===== src/rtl/noc_host_initiator.sv =====
// noc_host_initiator: host-side initiator for the 3x3 ALU mesh.
// Accepts one request, injects a single flit into tile (0,0), waits for
// the reply (or a timeout) and hands the result back. At most one packet
// is ever in flight.
module noc_host_initiator #(
    parameter int TIMEOUT_CYCLES = 64,
    parameter int MAX_X          = 2,
    parameter int MAX_Y          = 2
) (
    input  logic        clk,
    input  logic        rst,
    input  logic        req_valid,
    output logic        req_ready,
    input  logic [63:0] req_a,
    input  logic [63:0] req_b,
    input  logic [3:0]  req_op,
    input  logic [1:0]  req_dst_x,
    input  logic [1:0]  req_dst_y,
    output logic [63:0] host_in_a,
    output logic [63:0] host_in_b,
    output logic [15:0] host_in_ctrl,
    output logic        host_in_valid,
    input  logic [63:0] host_out_a,
    input  logic        host_out_valid,
    output logic        rsp_valid,
    input  logic        rsp_ready,
    output logic [63:0] rsp_data,
    output logic [1:0]  rsp_status,
    output logic        busy,
    output logic        stray_rsp,
    output logic [15:0] pkt_count
);

    typedef enum logic [1:0] {
        ST_IDLE,
        ST_SEND,
        ST_WAIT,
        ST_RESP
    } state_t;

    localparam logic [1:0]  STATUS_OK       = 2'b00;
    localparam logic [1:0]  STATUS_TIMEOUT  = 2'b01;
    localparam logic [1:0]  STATUS_BAD_DEST = 2'b10;
    localparam logic [1:0]  STATUS_BAD_OP   = 2'b11;
    localparam logic [15:0] TIMER_LAST      = 16'(TIMEOUT_CYCLES - 1);

    state_t      r_state;
    logic [15:0] r_timer;
    logic [63:0] r_hostInA;
    logic [63:0] r_hostInB;
    logic [15:0] r_hostInCtrl;
    logic        r_hostInValid;
    logic        r_rspValid;
    logic [63:0] r_rspData;
    logic [1:0]  r_rspStatus;
    logic        r_busy;
    logic        r_strayRsp;
    logic [15:0] r_pktCount;

    logic        w_destBad;
    logic        w_opBad;
    logic [15:0] w_ctrl;

    // Request screening: the destination check takes priority over the opcode check.
    assign w_destBad = (int'(req_dst_x) > MAX_X) || (int'(req_dst_y) > MAX_Y);
    assign w_opBad   = (req_op > 4'd8);
    assign w_ctrl    = {7'd0, 1'b0, req_dst_x, req_dst_y, req_op};

    assign req_ready     = (r_state == ST_IDLE);
    assign host_in_a     = r_hostInA;
    assign host_in_b     = r_hostInB;
    assign host_in_ctrl  = r_hostInCtrl;
    assign host_in_valid = r_hostInValid;
    assign rsp_valid     = r_rspValid;
    assign rsp_data      = r_rspData;
    assign rsp_status    = r_rspStatus;
    assign busy          = r_busy;
    assign stray_rsp     = r_strayRsp;
    assign pkt_count     = r_pktCount;

    // Transaction FSM with all outputs registered alongside the state.
    always_ff @(posedge clk or posedge rst) begin
        if (rst) begin
            r_state       <= ST_IDLE;
            r_timer       <= 16'd0;
            r_hostInA     <= 64'd0;
            r_hostInB     <= 64'd0;
            r_hostInCtrl  <= 16'd0;
            r_hostInValid <= 1'b0;
            r_rspValid    <= 1'b0;
            r_rspData     <= 64'd0;
            r_rspStatus   <= STATUS_OK;
            r_busy        <= 1'b0;
            r_strayRsp    <= 1'b0;
            r_pktCount    <= 16'd0;
        end else begin
            case (r_state)
                ST_IDLE: begin
                    if (host_out_valid) begin
                        r_strayRsp <= 1'b1;
                    end
                    if (req_valid) begin
                        r_busy <= 1'b1;
                        if (w_destBad) begin
                            r_state     <= ST_RESP;
                            r_rspValid  <= 1'b1;
                            r_rspData   <= 64'd0;
                            r_rspStatus <= STATUS_BAD_DEST;
                        end else if (w_opBad) begin
                            r_state     <= ST_RESP;
                            r_rspValid  <= 1'b1;
                            r_rspData   <= 64'd0;
                            r_rspStatus <= STATUS_BAD_OP;
                        end else begin
                            r_state       <= ST_SEND;
                            r_hostInValid <= 1'b1;
                            r_hostInA     <= req_a;
                            r_hostInB     <= req_b;
                            r_hostInCtrl  <= w_ctrl;
                        end
                    end
                end
                ST_SEND: begin
                    r_hostInValid <= 1'b0;
                    r_hostInA     <= 64'd0;
                    r_hostInB     <= 64'd0;
                    r_hostInCtrl  <= 16'd0;
                    if (host_out_valid) begin
                        r_state     <= ST_RESP;
                        r_rspValid  <= 1'b1;
                        r_rspData   <= host_out_a;
                        r_rspStatus <= STATUS_OK;
                    end else begin
                        r_state <= ST_WAIT;
                        r_timer <= 16'd0;
                    end
                end
                ST_WAIT: begin
                    r_timer <= r_timer + 16'd1;
                    if (host_out_valid) begin
                        r_state     <= ST_RESP;
                        r_rspValid  <= 1'b1;
                        r_rspData   <= host_out_a;
                        r_rspStatus <= STATUS_OK;
                    end else if (r_timer == TIMER_LAST) begin
                        r_state     <= ST_RESP;
                        r_rspValid  <= 1'b1;
                        r_rspData   <= 64'd0;
                        r_rspStatus <= STATUS_TIMEOUT;
                    end
                end
                ST_RESP: begin
                    if (host_out_valid) begin
                        r_strayRsp <= 1'b1;
                    end
                    if (rsp_ready) begin
                        r_state    <= ST_IDLE;
                        r_rspValid <= 1'b0;
                        r_busy     <= 1'b0;
                        r_pktCount <= r_pktCount + 16'd1;
                    end
                end
                default: begin
                    r_state <= ST_IDLE;
                    r_busy  <= 1'b0;
                end
            endcase
        end
    end

endmodule

===== config.mk =====
export PLATFORM = sky130hd
export DESIGN_NAME = noc_host_initiator
export DESIGN_NICKNAME = d
export VERILOG_FILES = /design/src/rtl/noc_host_initiator.sv
export SDC_FILE = /design/constraint.sdc
export NUM_CORES = 1
export LEC_CHECK = 0
export BUFFER_PORTS_ARGS = -buffer_cell sky130_fd_sc_hd__buf_2
export CAP_MARGIN = 20
export CORE_AREA = 2 2 170 172
export CTS_CLUSTER_SIZE = 8
export DETAILED_ROUTE_END_ITERATION = 10
export DIE_AREA = 0 0 172 174
export GPL_TIMING_DRIVEN = 0
export SYNTH_ARGS = -nofsm -noshare
export SYNTH_HDL_FRONTEND = slang
export SYNTH_SLANG_ARGS = --single-unit

===== constraint.sdc =====
create_clock -name clk -period 7.95 [get_ports clk]
set_clock_uncertainty 0.2 [all_clocks]
set_input_delay 0.3975 -clock clk [delete_from_list [all_inputs] [get_ports clk]]
set_output_delay 0.3975 -clock clk [all_outputs]
set_load 0.01 [all_outputs]

==> flow_summary.yaml, run 1 <==
cts:
  ctsResizeCount: 0
  cts_setup_buffers: 0
  clock_sinks: 240
  clk_pin_slew_ns: 0.05
  ctsHoldBuffers: 199
  cts_tree: "built"
  cts_max_level: 2
  worstSkewPairLatency_ns: 0.50
  clockBufferDepth: 3
  clock_tree.root_cell: "clkbuf_16"
  cts_buffers: 35
yosys:
  syn-cell-area_um2: 10500
  yosys_register_bits: 240
  yosysTopAreaCellShare: 0.572
  async_flop_share: 1.00
  synth-edff-count: 0
  ys.flop_type: "dfrtp_1"
  ys_top_cells_by_area: "dfrtp_1, nand2_1, nand3b_1"
  ys_warn_count: 0
  yosysMostFrequentCell: "nand2_1"
  yosysTopAreaCell: "dfrtp_1"
  syn_area_per_cell_um2: 10.2
  ys_types: 48
  seq_area_frac_synth: 0.572
  synth_cells: 1029
  synthTopCellsByCount: "nand2_1, dfrtp_1, nand3b_1"
timing:
  hold_ws_ns: 0.00111
  finalHoldViolations: 0
  period_needed_ns: 2.82
  fmax_mhz: 355
  finalCritPeriodShare: 0.354
  final_max_slew_viol_count: 0
  tightest_slew_ns: 0.896
  relSlewSlack: 0.400
  rsz0062_at_grt: "no"
  fin_setup_tns_ns: 0
  setup_viol: 0
grt:
  use_met1: 0.270
  grt_pass1_vias: 10600
  grt_pass1_wl_um: 55200
  grt.busiest_layer: "met2"
  grt_use_met2: 0.393
  antenna_found_initial: 4
  grt_max_degree: 117
  grtUsageTotal: 0.232
  grt_util_met3: 0.0679
  grt-ovfl-total: 0
floorplanning:
  die_w_um: 172
  die_height_um: 174
  placementRows: 62
  start_util: 0.372
  dieArea_um2: 29900
  io_pins: 436
  core_um2: 28200
routing:
  wl_per_cell_um: 17.1
  drc: 0
  vias_per_cell: 4.87
  drt_iter0_drc: 425
  ant_nets: 0
  first_pass_iters: 5
  wl_um: 35600
  dr_total_vias: 10200
setup_path:
  cp.arrival_ns: 3.05
  startpoint_type: "register"
  critPathKind: "register to register"
  critPathCaptureType: "register"
  path_max_fanout: 10
  worstPathRequired_ns: 8.18
layout:
  fin_util: 0.571
  syn_to_final_growth_pct: 53.7
  final_nets: 1913
  layout-drive-gt1-share: 0.307
power_and_ir_drop:
  p_clk_frac: 0.223
  ir_worst_vdd_v: 0.000205
  p_int_w: 0.00355
  power.share.switching: 0.403
  p_per_area_nw_per_um2: 369
  leakage_nw: 8.40
  pwr-share-comb: 0.448
  pwr-share-seq: 0.329
  p_sw_w: 0.00240
placed_design:
  dp_hpwl_um: 24700
  gp_congestion: 0.806
  io_buffers: 427
run:
  maxCapViolations: 0
run_status:
  status: "complete, no violations"
min_path:
  min_path_type: "input pin to register"
power groups by stage:
stage                     Combinational [W]  Sequential, W  Clock (W)
after global routing                0.00295        0.00201    0.00141
after global placement              0.00257        0.00196          0
final                               0.00266        0.00196    0.00133
after detailed placement            0.00260        0.00196          0
after CTS                           0.00267        0.00195    0.00136
after floorplan                     0.00136        0.00216          0
layout by cell type, fill, tap and decap left out, types with 12 or more instances in the layout:
| cell | n |
|---|---|
| nand3_1 | 75 |
| o21ai_0 | 12 |
| dfrtp_1 | 240 |
| nand3b_1 | 137 |
| clkbuf_1 | 33 |
| buf_2 | 462 |
| a21oi_1 | 12 |
| dlygate4sd3_1 | 199 |
| clkbuf_16 | 37 |
| o2bb2ai_1 | 64 |
| nand2_1 | 290 |
kinds of logic (layout without fill, tap and decap cells):
group / after synthesis / count (layout) / share of synthesized area
buf+inv: 90 / 755 / 0.0442
compound gates: 111 / 111 / 0.0836
other cells: 1 / 11 / 0.000357
xor+xnor: 18 / 18 / 0.0150
flops: 240 / 240 / 0.572
mux: 8 / 8 / 0.00799
simple gates: 554 / 554 / 0.268
fa+ha+maj: 7 / 7 / 0.00835
area by class of cell:
type                       count  area, µm²
fill                        2519      12100
sequential                   240       6010
timing repair buffer         628       4180
multi-input combinational    706       4050
clock buffer                  37        926
tap                          384        480
buffer                        83        438
inverter                       7       33.8
antenna                        3       7.51
flip-flops by register name, summed over array words and instances, names as in the netlist:
| name | count |
|---|---|
| host_in_valid | 1 |
| rsp_status | 2 |
| r_timer | 16 |
| busy | 1 |
| host_in_a | 64 |
| r_state | 2 |
| stray_rsp | 1 |
| host_in_b | 64 |
| rsp_valid | 1 |
| host_in_ctrl | 8 |
| pkt_count | 16 |
| rsp_data | 64 |
path summary, 6_finish.rpt:
kind / from / end / slack, ns / cells after the start
max: r_state[1]$_DFFE_PP0P_ / host_in_a[44]$_DFFE_PP0P_ / 5.13 / 8
min: req_b[49] / host_in_b[49]$_DFFE_PP0P_ / 0.001 / 3
max reg2reg: r_state[1]$_DFFE_PP0P_ / host_in_a[44]$_DFFE_PP0P_ / 5.13 / 8
min reg2reg: stray_rsp$_DFFE_PP0P_ / stray_rsp$_DFFE_PP0P_ / 0.25 / 1
max in group asynchronous: rst / host_in_a[63]$_DFFE_PP0P_ / 6.03 / 5
min in group asynchronous: rst / rsp_data[29]$_DFFE_PP0P_ / 0.24 / 3
critical path, cell delays in order (launching register included):
cell and delay (ns):
dfrtp_1 0.41, inv_1 0.10, ha_1 0.33, nor2b_1 0.20
a41oi_1 0.16, clkbuf_1 0.54, clkbuf_1 0.61, nand2_1 0.12
nand2_1 0.07
metrics by stage:
| step | cell area (µm²) | setup slack (ns) | total power [W] | instances |
|---|---|---|---|---|
| 6_report | 16100 | 5.13 | 0.00595 | 2088 |
| 5_1_grt | 16100 | 4.83 | 0.00637 | 2088 |
| 4_1_cts | 16100 | 4.98 | 0.00598 | 2085 |
| 3_5_place_dp | 13200 | 4.99 | 0.00456 | 1849 |
| 3_3_place_gp | 13100 | -2.38 | 0.00452 | 1847 |
| 2_1_floorplan | 10500 | 0.764 | 0.00352 | 1036 |
metal layers:
metal	vias to the layer above	share of wire
met5	-	0.00036
met2	425	0.48
met3	110	0.080
met4	2	0.045
met1	4792	0.40
li1	4846	-
Note: power is estimated with default switching activity, not from simulation.
==> run 2, diff against run 1 <==
- ABC_AREA: not set -> 1
- CORE_AREA: 2 2 170 172 -> 2 2 167 169
- DIE_AREA: 0 0 172 174 -> 0 0 169 171
- PLACE_DENSITY: not set -> 0.68
- clock period: 7.95 -> 2.9 ns (I/O delays scaled with it)
==> run 2 against run 1 <==
  * Total power grew to 2.7 times the previous value
  * Utilization up 3.0 points
  * First-iteration DRC count increased by 82%
  * Non-clock buffer count is 15 higher
  * Setup slack got worse by 4.8 ns
  * Final area is 1.8% higher
  * Fmax up 11%
  * Global-route usage increased by 2.4 points
  * Sequential cell count did not move
  * Clock power grew to 2.7 times the previous value
  * Highest routed layer is now met4
  * Die area down 3.4%
  * Synthesized area rose by 2.0%
==> flow_summary.yaml, run 2 <==
cts:
  cts_setup_buffers: 0
  cts_tree: "built"
  clk_pin_slew_ns: 0.05
  cts_buffers: 36
  clock_sinks: 240
  worstSkewPairLatency_ns: 0.49
  cts_max_level: 2
  clockBufferDepth: 3
  clock_tree.root_cell: "clkbuf_16"
routing:
  dr_total_vias: 11600
  ant_nets: 0
  wl_per_cell_um: 16.1
  vias_per_cell: 4.92
  drt_iter0_drc: 772
  wl_um: 37900
  drc: 0
  first_pass_iters: 5
power_and_ir_drop:
  leakage_nw: 9.45
  p_per_area_nw_per_um2: 970
  ir_worst_vdd_v: 0.000674
  p_total_w: 0.0159
floorplanning:
  core_um2: 27300
  start_util: 0.392
  io_pins: 436
  die_height_um: 171
  dieArea_um2: 28900
  die_w_um: 169
  placementRows: 61
setup_path:
  worstPathRequired_ns: 3.13
  critPathCaptureType: "register"
  startpoint_type: "register"
  cp.arrival_ns: 2.77
  path_max_fanout: 10
  critPathKind: "register to register"
grt:
  grtUsageTotal: 0.256
  grt_pass1_wl_um: 59000
  grt_max_degree: 41
  antenna_found_initial: 4
  grt_pass1_vias: 11500
  grt-ovfl-total: 0
yosys:
  synth-edff-count: 0
  ys_top_cells_by_area: "dfrtp_1, nand2_1, nand3_1"
  synthTopCellsByCount: "nand2_1, dfrtp_1, nand3_1"
  yosysTopAreaCell: "dfrtp_1"
  ys.flop_type: "dfrtp_1"
  synth_cells: 1319
  async_flop_share: 1.00
  syn_area_per_cell_um2: 8.11
  ys_types: 31
  syn-cell-area_um2: 10700
  ys_warn_count: 0
  yosys_register_bits: 240
  yosysTopAreaCellShare: 0.561
  yosysMostFrequentCell: "nand2_1"
  seq_area_frac_synth: 0.561
placed_design:
  placed_area_um2: 13400
  gp_congestion: 0.873
  io_buffers: 427
  dp_slack_ns: 0.319
  dp_hpwl_um: 26100
layout:
  final_cell_mix: "nand2_1, buf_2, dfrtp_1"
  fin_util: 0.601
  final_nets: 2213
  final_common_cell: "nand2_1"
  syn_to_final_growth_pct: 53.4
  layout-drive-gt1-share: 0.270
  postLayoutCellArea_um2: 16400
timing:
  finalHoldViolations: 0
  setup_ws_ns: 0.361
  hold_ws_ns: 0.154
  setup_viol: 0
  period_needed_ns: 2.54
  rsz0062_at_grt: "no"
  tightest_slew_ns: 0.817
  fmax_mhz: 394
  relSlewSlack: 0.454
  final_max_slew_viol_count: 0
  finalCritPeriodShare: 0.875
run_status:
  status: "complete, no violations"
run:
  maxCapViolations: 0
min_path:
  min_path_type: "input pin to async pin"
==> run 2: cells by family after synthesis <==
logic type | count (synthesis) | share of synthesized area
and+or+nand+nor | 894 | 0.343
DFF | 240 | 0.561
buffers and inverters | 129 | 0.0588
AOI/OAI and AO/OA | 38 | 0.0199
xor gates and xnor gates | 10 | 0.00819
adders and majority gates | 7 | 0.00819
other | 1 | 0.000350
==> run 2: area by class of cell <==
type / count / area [µm²]
clock buffer: 39 / 933
sequential: 240 / 6010
timing repair buffer: 637 / 4300
buffer: 89 / 479
antenna: 4 / 10.0
clock inverter: 1 / 8.76
fill: 2348 / 10900
multi-input combinational: 957 / 4090
tap: 346 / 433
inverter: 40 / 154
==> run 2: per-layer routing <==
| layer | global-route usage | routed length, µm | vias up |
|---|---|---|---|
| met4 | 0.124 | 1760 | 0 |
| met3 | 0.0717 | 3240 | 117 |
| met1 | 0.295 | 14400 | 5429 |
| met2 | 0.441 | 18400 | 512 |
| li1 | - | - | 5522 |
| met5 | 0 | 0 | - |
==> run 2: worst paths after layout <==
| check | startpoint | to | slack [ns] | cells after the start |
|---|---|---|---|---|
| max in group asynchronous | rst | rsp_data[19]$_DFFE_PP0P_ | 1.18 | 6 |
| worst min-delay path | rst | host_in_a[0]$_DFFE_PP0P_ | 0.15 | 3 |
| worst max-delay path | r_state[0]$_DFFE_PP0P_ | host_in_a[24]$_DFFE_PP0P_ | 0.36 | 9 |
| worst max register to register | r_state[0]$_DFFE_PP0P_ | host_in_a[24]$_DFFE_PP0P_ | 0.36 | 9 |
| worst min register to register | rsp_data[12]$_DFFE_PP0P_ | rsp_data[12]$_DFFE_PP0P_ | 0.26 | 2 |
| min in group clk | req_b[4] | host_in_b[4]$_DFFE_PP0P_ | 0.19 | 4 |
==> run 2: power breakdown <==
group,internal [W],switching [W]
Combinational,0.00250,0.00426
Sequential,0.00470,0.000834
Clock,0.00224,0.00139
==> run 2: through the flow <==
| stage | std cells | TNS (ns) |
|---|---|---|
| after floorplan | 1326 | -142.28 |
| after global placement | 2099 | -502.03 |
| after detailed placement | 2105 | 0 |
| after CTS | 2349 | 0 |
| after global routing | 2353 | 0 |
| final | 2353 | 0 |
==> run 2: critical path: stages (launching register included) <==
cell and delay, ns:
dfrtp_1 0.43, inv_1 0.12, ha_1 0.27, inv_2 0.14, nor2_2 0.06, nand3_2 0.12
clkbuf_1 0.54, buf_2 0.38, nand3_1 0.11, nand2_1 0.09
==> run 2: what timing repair did <==
item	4_1_cts	5_1_grt
resized for setup	0	0
hold buffers	204	0
hold endpoints to repair	243	0
